<file path="config.mk">
export PLATFORM = sky130hd
export DESIGN_NAME = quad_decoder_counter_flat
export DESIGN_NICKNAME = d
export VERILOG_FILES = /design/src/rtl/quad_decoder_counter_if.sv /design/src/rtl/quad_decoder_counter.sv /design/src/flat_wrapper.sv
export SDC_FILE = /design/constraint.sdc
export NUM_CORES = 1
export LEC_CHECK = 0
export CORE_ASPECT_RATIO = 1.2
export CORE_MARGIN = 2
export CORE_UTILIZATION = 30
export CTS_BUF_LIST = sky130_fd_sc_hd__clkbuf_4 sky130_fd_sc_hd__clkbuf_8
export CTS_CLUSTER_DIAMETER = 120
export DETAILED_ROUTE_END_ITERATION = 8
export GPL_TIMING_DRIVEN = 0
export HOLD_SLACK_MARGIN = 0.1
export PLACE_DENSITY_LB_ADDON = 0.2
export SETUP_SLACK_MARGIN = 0.02
export SYNTH_ARGS = -nofsm -noshare
export SYNTH_HDL_FRONTEND = slang
export SYNTH_SLANG_ARGS = --single-unit
</file>
<file path="constraint.sdc">
create_clock -name CLK -period 5.9 [get_ports CLK]
set_input_delay 0.885 -clock CLK [delete_from_list [all_inputs] [get_ports CLK]]
set_output_delay 0.885 -clock CLK [all_outputs]
set_load 0.02 [all_outputs]
</file>
<file path="src/rtl/quad_decoder_counter_if.sv">
// Bus bundle for one quadrature decoder/counter: raw encoder pins, control
// strobes and the decoded position outputs.
interface quad_decoder_counter_if #(
  parameter int WIDTH = 16
);
  logic             A;
  logic             B;
  logic             Z;
  logic             enable;
  logic             index_en;
  logic             load;
  logic [WIDTH-1:0] load_value;
  logic             clear_err;
  logic [WIDTH-1:0] count;
  logic             dir;
  logic             step;
  logic             err;

  modport master (
    output A, B, Z, enable, index_en, load, load_value, clear_err,
    input  count, dir, step, err
  );

  modport slave (
    input  A, B, Z, enable, index_en, load, load_value, clear_err,
    output count, dir, step, err
  );
endinterface

</file>
<file path="src/rtl/quad_decoder_counter.sv">
// Quadrature decoder and signed position counter for one joint encoder.
// Raw A/B/Z pins are synchronised and glitch-filtered, then {A,B} is decoded
// at x1/x2/x4 resolution into a wrapping or saturating position count with
// preload, index zeroing and a sticky illegal-transition flag.
module quad_decoder_counter #(
  parameter int WIDTH       = 16,
  parameter int SYNC_STAGES = 2,
  parameter int FILTER_LEN  = 4,
  parameter int MODE        = 2,
  parameter int SATURATE    = 0
) (
  input logic                  CLK,
  input logic                  RST,
  quad_decoder_counter_if.slave bus
);

  localparam logic [7:0]       FLEN    = 8'(FILTER_LEN);
  localparam logic [2:0]       WARM    = 3'(SYNC_STAGES);
  localparam logic [WIDTH-1:0] CNT_MAX = {1'b0, {(WIDTH-1){1'b1}}};
  localparam logic [WIDTH-1:0] CNT_MIN = {1'b1, {(WIDTH-1){1'b0}}};

  // Channel bit order everywhere: [2]=A, [1]=B, [0]=Z.
  logic [2:0]       sync_q [SYNC_STAGES];
  logic [2:0]       sync_d [SYNC_STAGES];
  logic [2:0]       sync_out;
  logic [2:0]       filt_q, filt_d;
  logic [7:0]       run_q [3];
  logic [7:0]       run_d [3];
  logic [2:0]       warm_q, warm_d;
  logic             primed_q, primed_d;
  logic [1:0]       prev_ab_q, prev_ab_d;
  logic             prev_z_q, prev_z_d;
  logic [WIDTH-1:0] count_q, count_d;
  logic             dir_q, dir_d;
  logic             step_q, step_d;
  logic             err_q, err_d;

  logic [3:0]       trans;
  logic [1:0]       diff;
  logic             x4_up, x4_dn;
  logic             ev_up, ev_dn;
  logic             illegal;
  logic             z_rise;

  assign sync_out = sync_q[SYNC_STAGES-1];

  // Shift the raw pins through the synchroniser chain.
  always_comb begin
    sync_d[0] = {bus.A, bus.B, bus.Z};
    for (int i = 1; i < SYNC_STAGES; i++) begin
      sync_d[i] = sync_q[i-1];
    end
  end

  // Per-channel run-length filter; before priming the filter is seeded
  // straight from the synchroniser so the idle pin state is absorbed.
  always_comb begin
    filt_d = filt_q;
    for (int ch = 0; ch < 3; ch++) begin
      run_d[ch] = run_q[ch];
      if (!primed_q) begin
        filt_d[ch] = sync_out[ch];
        run_d[ch]  = '0;
      end else if (sync_out[ch] == filt_q[ch]) begin
        run_d[ch] = '0;
      end else if (run_q[ch] == FLEN) begin
        filt_d[ch] = sync_out[ch];
        run_d[ch]  = '0;
      end else begin
        run_d[ch] = run_q[ch] + 8'd1;
      end
    end
  end

  // Priming waits until the synchroniser holds real pin samples, then
  // snapshots them as the previous state; afterwards prev tracks the filter.
  always_comb begin
    primed_d  = primed_q;
    warm_d    = warm_q;
    prev_ab_d = filt_q[2:1];
    prev_z_d  = filt_q[0];
    if (!primed_q) begin
      if (warm_q == WARM) begin
        primed_d  = 1'b1;
        prev_ab_d = sync_out[2:1];
        prev_z_d  = sync_out[0];
      end else begin
        warm_d = warm_q + 3'd1;
      end
    end
  end

  // Classify the previous->current {A,B} pair and apply the resolution mode.
  always_comb begin
    trans   = {prev_ab_q, filt_q[2:1]};
    diff    = prev_ab_q ^ filt_q[2:1];
    x4_up   = (trans == 4'b0001) || (trans == 4'b0111) ||
              (trans == 4'b1110) || (trans == 4'b1000);
    x4_dn   = (trans == 4'b0100) || (trans == 4'b1101) ||
              (trans == 4'b1011) || (trans == 4'b0010);
    illegal = primed_q && (diff == 2'b11);
    z_rise  = primed_q && filt_q[0] && !prev_z_q;
    if (MODE == 0) begin
      ev_up = primed_q && (trans == 4'b0111);
      ev_dn = primed_q && (trans == 4'b0010);
    end else if (MODE == 1) begin
      ev_up = primed_q && x4_up && diff[1];
      ev_dn = primed_q && x4_dn && diff[1];
    end else begin
      ev_up = primed_q && x4_up;
      ev_dn = primed_q && x4_dn;
    end
  end

  // Position update: load beats index zeroing, which beats a decode event.
  always_comb begin
    count_d = count_q;
    dir_d   = dir_q;
    step_d  = 1'b0;
    if (bus.load) begin
      count_d = bus.load_value;
    end else if (bus.index_en && z_rise) begin
      count_d = '0;
    end else if (bus.enable && (ev_up || ev_dn)) begin
      step_d = 1'b1;
      dir_d  = ev_up;
      if (ev_up) begin
        if ((SATURATE != 0) && (count_q == CNT_MAX)) count_d = count_q;
        else count_d = count_q + WIDTH'(1);
      end else begin
        if ((SATURATE != 0) && (count_q == CNT_MIN)) count_d = count_q;
        else count_d = count_q - WIDTH'(1);
      end
    end
    err_d = illegal ? 1'b1 : (bus.clear_err ? 1'b0 : err_q);
  end

  // All state registers, cleared asynchronously.
  always_ff @(posedge CLK or posedge RST) begin
    if (RST) begin
      for (int i = 0; i < SYNC_STAGES; i++) sync_q[i] <= '0;
      for (int ch = 0; ch < 3; ch++) run_q[ch] <= '0;
      filt_q    <= '0;
      warm_q    <= '0;
      primed_q  <= 1'b0;
      prev_ab_q <= '0;
      prev_z_q  <= 1'b0;
      count_q   <= '0;
      dir_q     <= 1'b0;
      step_q    <= 1'b0;
      err_q     <= 1'b0;
    end else begin
      for (int i = 0; i < SYNC_STAGES; i++) sync_q[i] <= sync_d[i];
      for (int ch = 0; ch < 3; ch++) run_q[ch] <= run_d[ch];
      filt_q    <= filt_d;
      warm_q    <= warm_d;
      primed_q  <= primed_d;
      prev_ab_q <= prev_ab_d;
      prev_z_q  <= prev_z_d;
      count_q   <= count_d;
      dir_q     <= dir_d;
      step_q    <= step_d;
      err_q     <= err_d;
    end
  end

  assign bus.count = count_q;
  assign bus.dir   = dir_q;
  assign bus.step  = step_q;
  assign bus.err   = err_q;

endmodule

</file>
<file path="src/flat_wrapper.sv">
// flat-port wrapper written by rule: the top's interface ports become plain ports
module quad_decoder_counter_flat 
#(
  parameter int WIDTH       = 16,
  parameter int SYNC_STAGES = 2,
  parameter int FILTER_LEN  = 4,
  parameter int MODE        = 2,
  parameter int SATURATE    = 0
)
  (CLK, RST, bus_A, bus_B, bus_Z, bus_enable, bus_index_en, bus_load, bus_load_value, bus_clear_err, bus_count, bus_dir, bus_step, bus_err);
  quad_decoder_counter_if #(.WIDTH(WIDTH)) bus_i ();
  input logic CLK;
  input logic RST;
  input wire logic [$bits(bus_i.A)-1:0] bus_A;
  input wire logic [$bits(bus_i.B)-1:0] bus_B;
  input wire logic [$bits(bus_i.Z)-1:0] bus_Z;
  input wire logic [$bits(bus_i.enable)-1:0] bus_enable;
  input wire logic [$bits(bus_i.index_en)-1:0] bus_index_en;
  input wire logic [$bits(bus_i.load)-1:0] bus_load;
  input wire logic [$bits(bus_i.load_value)-1:0] bus_load_value;
  input wire logic [$bits(bus_i.clear_err)-1:0] bus_clear_err;
  output wire logic [$bits(bus_i.count)-1:0] bus_count;
  output wire logic [$bits(bus_i.dir)-1:0] bus_dir;
  output wire logic [$bits(bus_i.step)-1:0] bus_step;
  output wire logic [$bits(bus_i.err)-1:0] bus_err;
  assign bus_i.A = bus_A;
  assign bus_i.B = bus_B;
  assign bus_i.Z = bus_Z;
  assign bus_i.enable = bus_enable;
  assign bus_i.index_en = bus_index_en;
  assign bus_i.load = bus_load;
  assign bus_i.load_value = bus_load_value;
  assign bus_i.clear_err = bus_clear_err;
  assign bus_count = bus_i.count;
  assign bus_dir = bus_i.dir;
  assign bus_step = bus_i.step;
  assign bus_err = bus_i.err;
  quad_decoder_counter #(.WIDTH(WIDTH), .SYNC_STAGES(SYNC_STAGES), .FILTER_LEN(FILTER_LEN), .MODE(MODE), .SATURATE(SATURATE)) u_core (.CLK(CLK), .RST(RST), .bus(bus_i));
endmodule
</file>
==> run_results.csv <==
group,metric,value,unit
detailed_routing,routedWlPerCell,13.93,microns
detailed_routing,viasPerCell,4.894,
final_layout,antenna_cells,0,
grt,antenna_found_initial,0,
worst_setup_path,crit_path_top_delay_cell,"nand3_1",
final_layout,fin_area,4184,sq um
yosys,yosys_most_used_dff,"dfrtp_1",
yosys,synth_seq_cells,59,
detailed_routing,ant_nets,0,
clock_tree,cts.sinks,59,
run,cap_violations,0,
final_layout,area_growth,23.58,%
floorplan,die_area,12160,sq um
final_layout,drive_above_1_share,0.08057,
worst_setup_path,required,6.13,ns
place,placed_cell_area,3991,sq um
place,portBuffers,42,
yosys,synth_top_area_share,0.4361,
yosys,synth_top_area_cell,"dfrtp_1",
sta,period_needed,3.795,ns
sta,drv_slew,0,
yosys,synth-edff-count,0,
worst_setup_path,max_stage_delay,0.79,ns
clock_tree,cts_tree,"built",
detailed_routing,drtIter0Drc,95,
sta,relSlewSlack,0.3808,
sta,fin_tns_setup,0,ns
place,post-place-ws,2.065,ns
clock_tree,path_clk_slew,0.08,ns
floorplan,die_y,120.4,microns
detailed_routing,drc,0,
sta,hold_violations,0,
worst_setup_path,r2r_start,"u_core.primed_q",
clock_tree,cts_max_path_buffers,2,
clock_tree,root_buffer,"clkbuf_8",
worst_setup_path,cp_max_fo,19,
worst_setup_path,start_kind,"flop",
sta,rsz0062_at_grt,"false",
yosys,yosys.cell_types.count,44,
final_layout,fin_nets,467,
place,gp_congestion,0.8809,
worst_setup_path,critPathCaptureType,"flop",
clock_tree,h-tree-depth,3,
worst_hold_path,hold_end,"u_core.sync_out[1]",
detailed_routing,drt_wl_total,7.718,mm
clock_tree,clk_latency,0.35,ns
yosys,synth_area_leaders,"dfrtp_1, ha_1, xor2_1",
final_layout,layout_common_cells,"dfrtp_1, nor2_1, clkdlybuf4s50_1, nand2_1",
detailed_routing,vias,2711,
yosys,async_flop_share,1.000,
clock_tree,postCtsSetupBuffers,0,
floorplan,num_rows,42,
yosys,ys_seq_area_frac,0.4361,
yosys,syn_avg_cell_area,9.327,sq um
yosys,yosys_warnings,0,
place,dp_hpwl,5.603,mm
worst_setup_path,critPathMostFrequentCell,"o21ai_1",
floorplan,die_w,101.0,microns
sta,worstMarginPinSlew,0.9262,ns
floorplan,core_area,11040,sq um
sta,period_share,0.6433,
worst_setup_path,rrSetupSlack,2.10,ns
grt,grt_pass1_vias,2808,
yosys,syn_nets,413,
worst_hold_path,hold_class,"reg -> reg",
worst_setup_path,critPathTopFamily,"compound AO/OA/AOI/OAI gates",
floorplan,initial_utilization,0.3068,
floorplan,io_pins,44,
worst_setup_path,cp_data_arrival_time,4.02,ns
grt,grt_max_degree,32,
worst_setup_path,crit_chain,"buf_1 > nand3_1 > ha_1 > a21oi_1 > o21ai_1 > a221oi_1 > o21ai_1 > xnor2_1 > o31ai_1 > a2bb2oi_1",
worst_hold_path,min_path_cells,0,
sta,setup_violations,0,
grt,grt_pass1_wl,13.28,mm
worst_hold_path,min-delay-start,"u_core.sync_d[1]",
clock_tree,ctsResizeCount,0,
run_status,status,"completed",
grt,grt_overflow,0,
sta,fmax,263.5,MHz
final_layout,layout_commonest_cell,"dfrtp_1",
worst_setup_path,r2r-end,"u_core.bus.count[15]",
worst_setup_path,worstSetupPathType,"reg -> reg",
yosys,syn-cell-area,3386,sq um
clock_tree,holdBufCountCts,0,
worst_setup_path,ff2ff_path_depth,10,
clock_tree,cts_buffers,9,
grt,track_usage,0.1391,
detailed_routing,first_pass_iters,4,
yosys,synthCells,363,
sta,fin_skew,0.01135,ns
worst_setup_path,worst-path-buf-inv,1,
sta,setup_slack,2.105,ns
==> cells by family (layout without fill, tap and decap cells) <==
family | after synthesis | count (layout) | synth area share
flops | 59 | 59 | 0.4361
mux | 7 | 7 | 0.02291
fa+ha+maj | 25 | 25 | 0.09461
xor+xnor | 39 | 39 | 0.1009
simple gates | 130 | 130 | 0.1718
buf+inv | 30 | 89 | 0.03584
compound gates | 73 | 73 | 0.1378
==> stage by stage <==
| step | hold slack, ns | std cells | utilization |
|---|---|---|---|
| finish | 0.3488 | 554 | 0.3791 |
| global route | 0.3589 | 554 | 0.3791 |
| CTS | 0.3513 | 554 | 0.3791 |
| detailed placement | 0.3347 | 538 | 0.3617 |
| global placement | 0.3363 | 537 | 0.3599 |
| floorplan | 0.3312 | 363 | - |
==> cell usage after synthesis, types with 3 or more instances <==
cell type,n
xnor2_1,14
a21oi_1,28
xor2_1,25
a21o_1,3
inv_1,23
nand3_1,28
o21ai_0,13
and3_1,8
mux2_2,6
dfrtp_1,59
nand2_1,33
nor2_1,51
ha_1,24
o21ai_1,8
nor4b_1,3
clkbuf_1,3
==> registers in the layout, indices dropped and copies added, names as in the netlist <==
signal,count
u_core.bus.count,16
u_core.bus.dir,1
u_core.bus.err,1
u_core.bus.step,1
u_core.filt_q,3
u_core.prev_ab_q,2
u_core.prev_z_q,1
u_core.primed_q,1
u_core.run_q,24
u_core.sync_d,3
u_core.sync_out,3
u_core.warm_q,3
==> worst reg2reg max path: stages (launching register included) <==
cell	delay, ns
dfrtp_1	0.39
buf_1	0.38
nand3_1	0.79
ha_1	0.67
a21oi_1	0.33
o21ai_1	0.12
a221oi_1	0.31
o21ai_1	0.14
xnor2_1	0.17
o31ai_1	0.27
a2bb2oi_1	0.11
==> cell type report <==
| type | count | area, sq um |
|---|---|---|
| plain buffers | 7 | 35.03 |
| clock buffers | 9 | 123.9 |
| clock inverters | 7 | 68.82 |
| fillers | 1130 | 6852 |
| inverters | 23 | 86.33 |
| multi-input cells | 274 | 1788 |
| flip-flops and latches | 59 | 1476 |
| well taps | 132 | 165.2 |
| repair buffers | 43 | 440.4 |
==> metal layers <==
layer / GRT usage / vias up / share of wire
met2: 0.2417 / 56 / 0.50
li1: - / 1354 / -
met5: 0 / - / 0
met4: 0.06503 / 0 / 0.018
met1: 0.1631 / 1290 / 0.45
met3: 0.02775 / 11 / 0.036
==> how the worst max path moves through the flow <==
stage | cells after the start | to | slack (ns) | start
global placement | 10 | u_core.bus.count[15] | 2.14 | u_core.primed_q
detailed placement | 10 | u_core.bus.count[15] | 2.07 | u_core.primed_q
global route | 10 | u_core.bus.count[15] | 1.75 | u_core.primed_q
finish | 10 | u_core.bus.count[15] | 2.10 | u_core.primed_q
CTS | 10 | u_core.bus.count[15] | 2.06 | u_core.primed_q
floorplan | 10 | u_core.bus.count[15] | 3.02 | u_core.primed_q
Power is left out: the tool's default activity adds up to more than one toggle a clock period on the data nets, which glitch-free logic cannot reach.
==> RTL edit (same flow settings) <==
`WIDTH` is set to 16 in 3 places; all go to 32.
--- a/src/rtl/quad_decoder_counter_if.sv
+++ b/src/rtl/quad_decoder_counter_if.sv
@@ -1,7 +1,7 @@
 // Bus bundle for one quadrature decoder/counter: raw encoder pins, control
 // strobes and the decoded position outputs.
 interface quad_decoder_counter_if #(
-  parameter int WIDTH = 16
+  parameter int WIDTH = 32
 );
   logic             A;
   logic             B;
--- a/src/rtl/quad_decoder_counter.sv
+++ b/src/rtl/quad_decoder_counter.sv
@@ -3,7 +3,7 @@
 // at x1/x2/x4 resolution into a wrapping or saturating position count with
 // preload, index zeroing and a sticky illegal-transition flag.
 module quad_decoder_counter #(
-  parameter int WIDTH       = 16,
+  parameter int WIDTH       = 32,
   parameter int SYNC_STAGES = 2,
   parameter int FILTER_LEN  = 4,
   parameter int MODE        = 2,
--- a/src/flat_wrapper.sv
+++ b/src/flat_wrapper.sv
@@ -1,7 +1,7 @@
 // flat-port wrapper written by rule: the top's interface ports become plain ports
 module quad_decoder_counter_flat 
 #(
-  parameter int WIDTH       = 16,
+  parameter int WIDTH       = 32,
   parameter int SYNC_STAGES = 2,
   parameter int FILTER_LEN  = 4,
   parameter int MODE        = 2,
Interface: changed (resized bus_count and bus_load_value); port bits go from 44 to 76. No check against the original RTL was run, so the function may have changed too.
==> RTL edit against the original RTL <==
Hold slack improved by 0.011 ns; wire length increased by 81%; sequential share of layout area decreased by 5.7 points; worst setup slack improved by 0.15 ns; critical path depth increased by 2; sequential cell count increased by 16; clock skew increased by 0.0046 ns; synthesized cell count increased by 60%; final area increased by 52%; area after synthesis increased by 50%; largest cell class unchanged.
Power is not shown: default switching activity piles up to over one toggle a cycle in this logic, so the estimate is an artifact.
==> RTL edit: results (changes against the original RTL) <==
| Item | Reported | Unit | Change |
|:---|:---|:---|:---|
| Run status | complete, no violations | - |  |
| Worst-case headroom to the max-slew limit | 55.91 | % | +18 points |
| Slowest library cell on the worst path | dfrtp_1 | - |  |
| Mean post-synth cell area | 8.737 | sq um | -6.3% |
| Length of routed met2 wiring | 6.932 | mm | +80% |
| Startpoint of the worst hold path | u_core.sync_d[2] | - |  |
| Buffers on Ports | 74 | - | +76% |
| Worst reg-to-reg path cell count | 12 | - | +2 |
| Flip-flop count of the largest register after layout | 32 | - | +33% |
| Fraction of layout cells with a size suffix above 1 | 5.201 | % | -2.9 points |
| Maximum number of pins on one net before global-route repair | 58 | - | +81% |
| Final Instance Count excl. Fillers | 889 | - | +60% |
| Area after DPL | 6142 | sq um | +54% |
| DRT met1 WL | 6.064 | mm | +76% |
| Setup slack of the most critical reg-to-reg path | 2.25 | ns | +0.15 ns |
| Critical-path maximum fanout | 29 | - | +10 |
| Most instantiated cells after synthesis | dfrtp_1, nor2_1, a21oi_1, nand2_1, ha_1 | - |  |
| Worst reg2reg path endpoint | u_core.bus.count[30] | - |  |
| Worst hold margin | 0.3597 | ns | +0.01093 ns |
| Critical path arrival | 3.92 | ns | -0.10 ns |
| Total via count in the routed design | 4530 | - | +67% |
| Cell count after placement | 873 | - | +62% |
| Clock skew after layout | 0.01597 | ns | +0.004617 ns |
| Total Wirelength | 13.99 | mm | +81% |
| Source of the critical timing path | u_core.filt_q[1] | - |  |
RTL edit: cell count changes after synthesis, moves of 7 or more:
cell / unedited run / this run
o21ai_0: 13 / 38
dfrtp_1: 59 / 75
clkbuf_1: 3 / 18
nand2_1: 33 / 51
nor2_1: 51 / 68
and2_1: 0 / 7
a21o_1: 3 / 13
a21oi_1: 28 / 56
ha_1: 24 / 45
RTL edit: cell type report:
cell class	count	area, sq um
timing repair buffer	76	788.3
buffer	19	71.32
inverter	22	85.08
tap	216	270.3
clock buffer	10	137.6
clock inverter	6	72.57
sequential	75	1877
fill	1692	10370
multi-input combinational	465	3050
RTL edit: worst max path at each step:
| stage | endpoint | slack (ns) | cells past startpoint |
|---|---|---|---|
| floorplan | u_core.bus.count[30] | 2.11 | 11 |
| global placement | u_core.bus.count[30] | 0.99 | 11 |
| detailed placement | u_core.bus.count[28] | 2.28 | 12 |
| CTS | u_core.bus.count[28] | 2.26 | 12 |
| global route | u_core.bus.count[30] | 2.06 | 12 |
| finish | u_core.bus.count[30] | 2.25 | 12 |
RTL edit: cells by family (layout without fill, tap and decap cells):
kind of cell / after synthesis / after routing / synth area share [%]
XOR/XNOR: 51 / 51 / 8.800
buffers and inverters: 41 / 133 / 3.032
AO/OA/AOI/OAI: 166 / 166 / 20.51
AND/OR/NAND/NOR: 194 / 194 / 17.48
flip-flops: 75 / 75 / 36.97
multiplexers: 8 / 8 / 1.725
adder cells (fa/ha/maj): 46 / 46 / 11.49
RTL edit: metal layers:
metal  vias up  GRT usage (%)
met5         -              0
met4         0          7.529
met3        24          3.008
met2       100          26.80
met1      2156          19.76
li1       2250              -
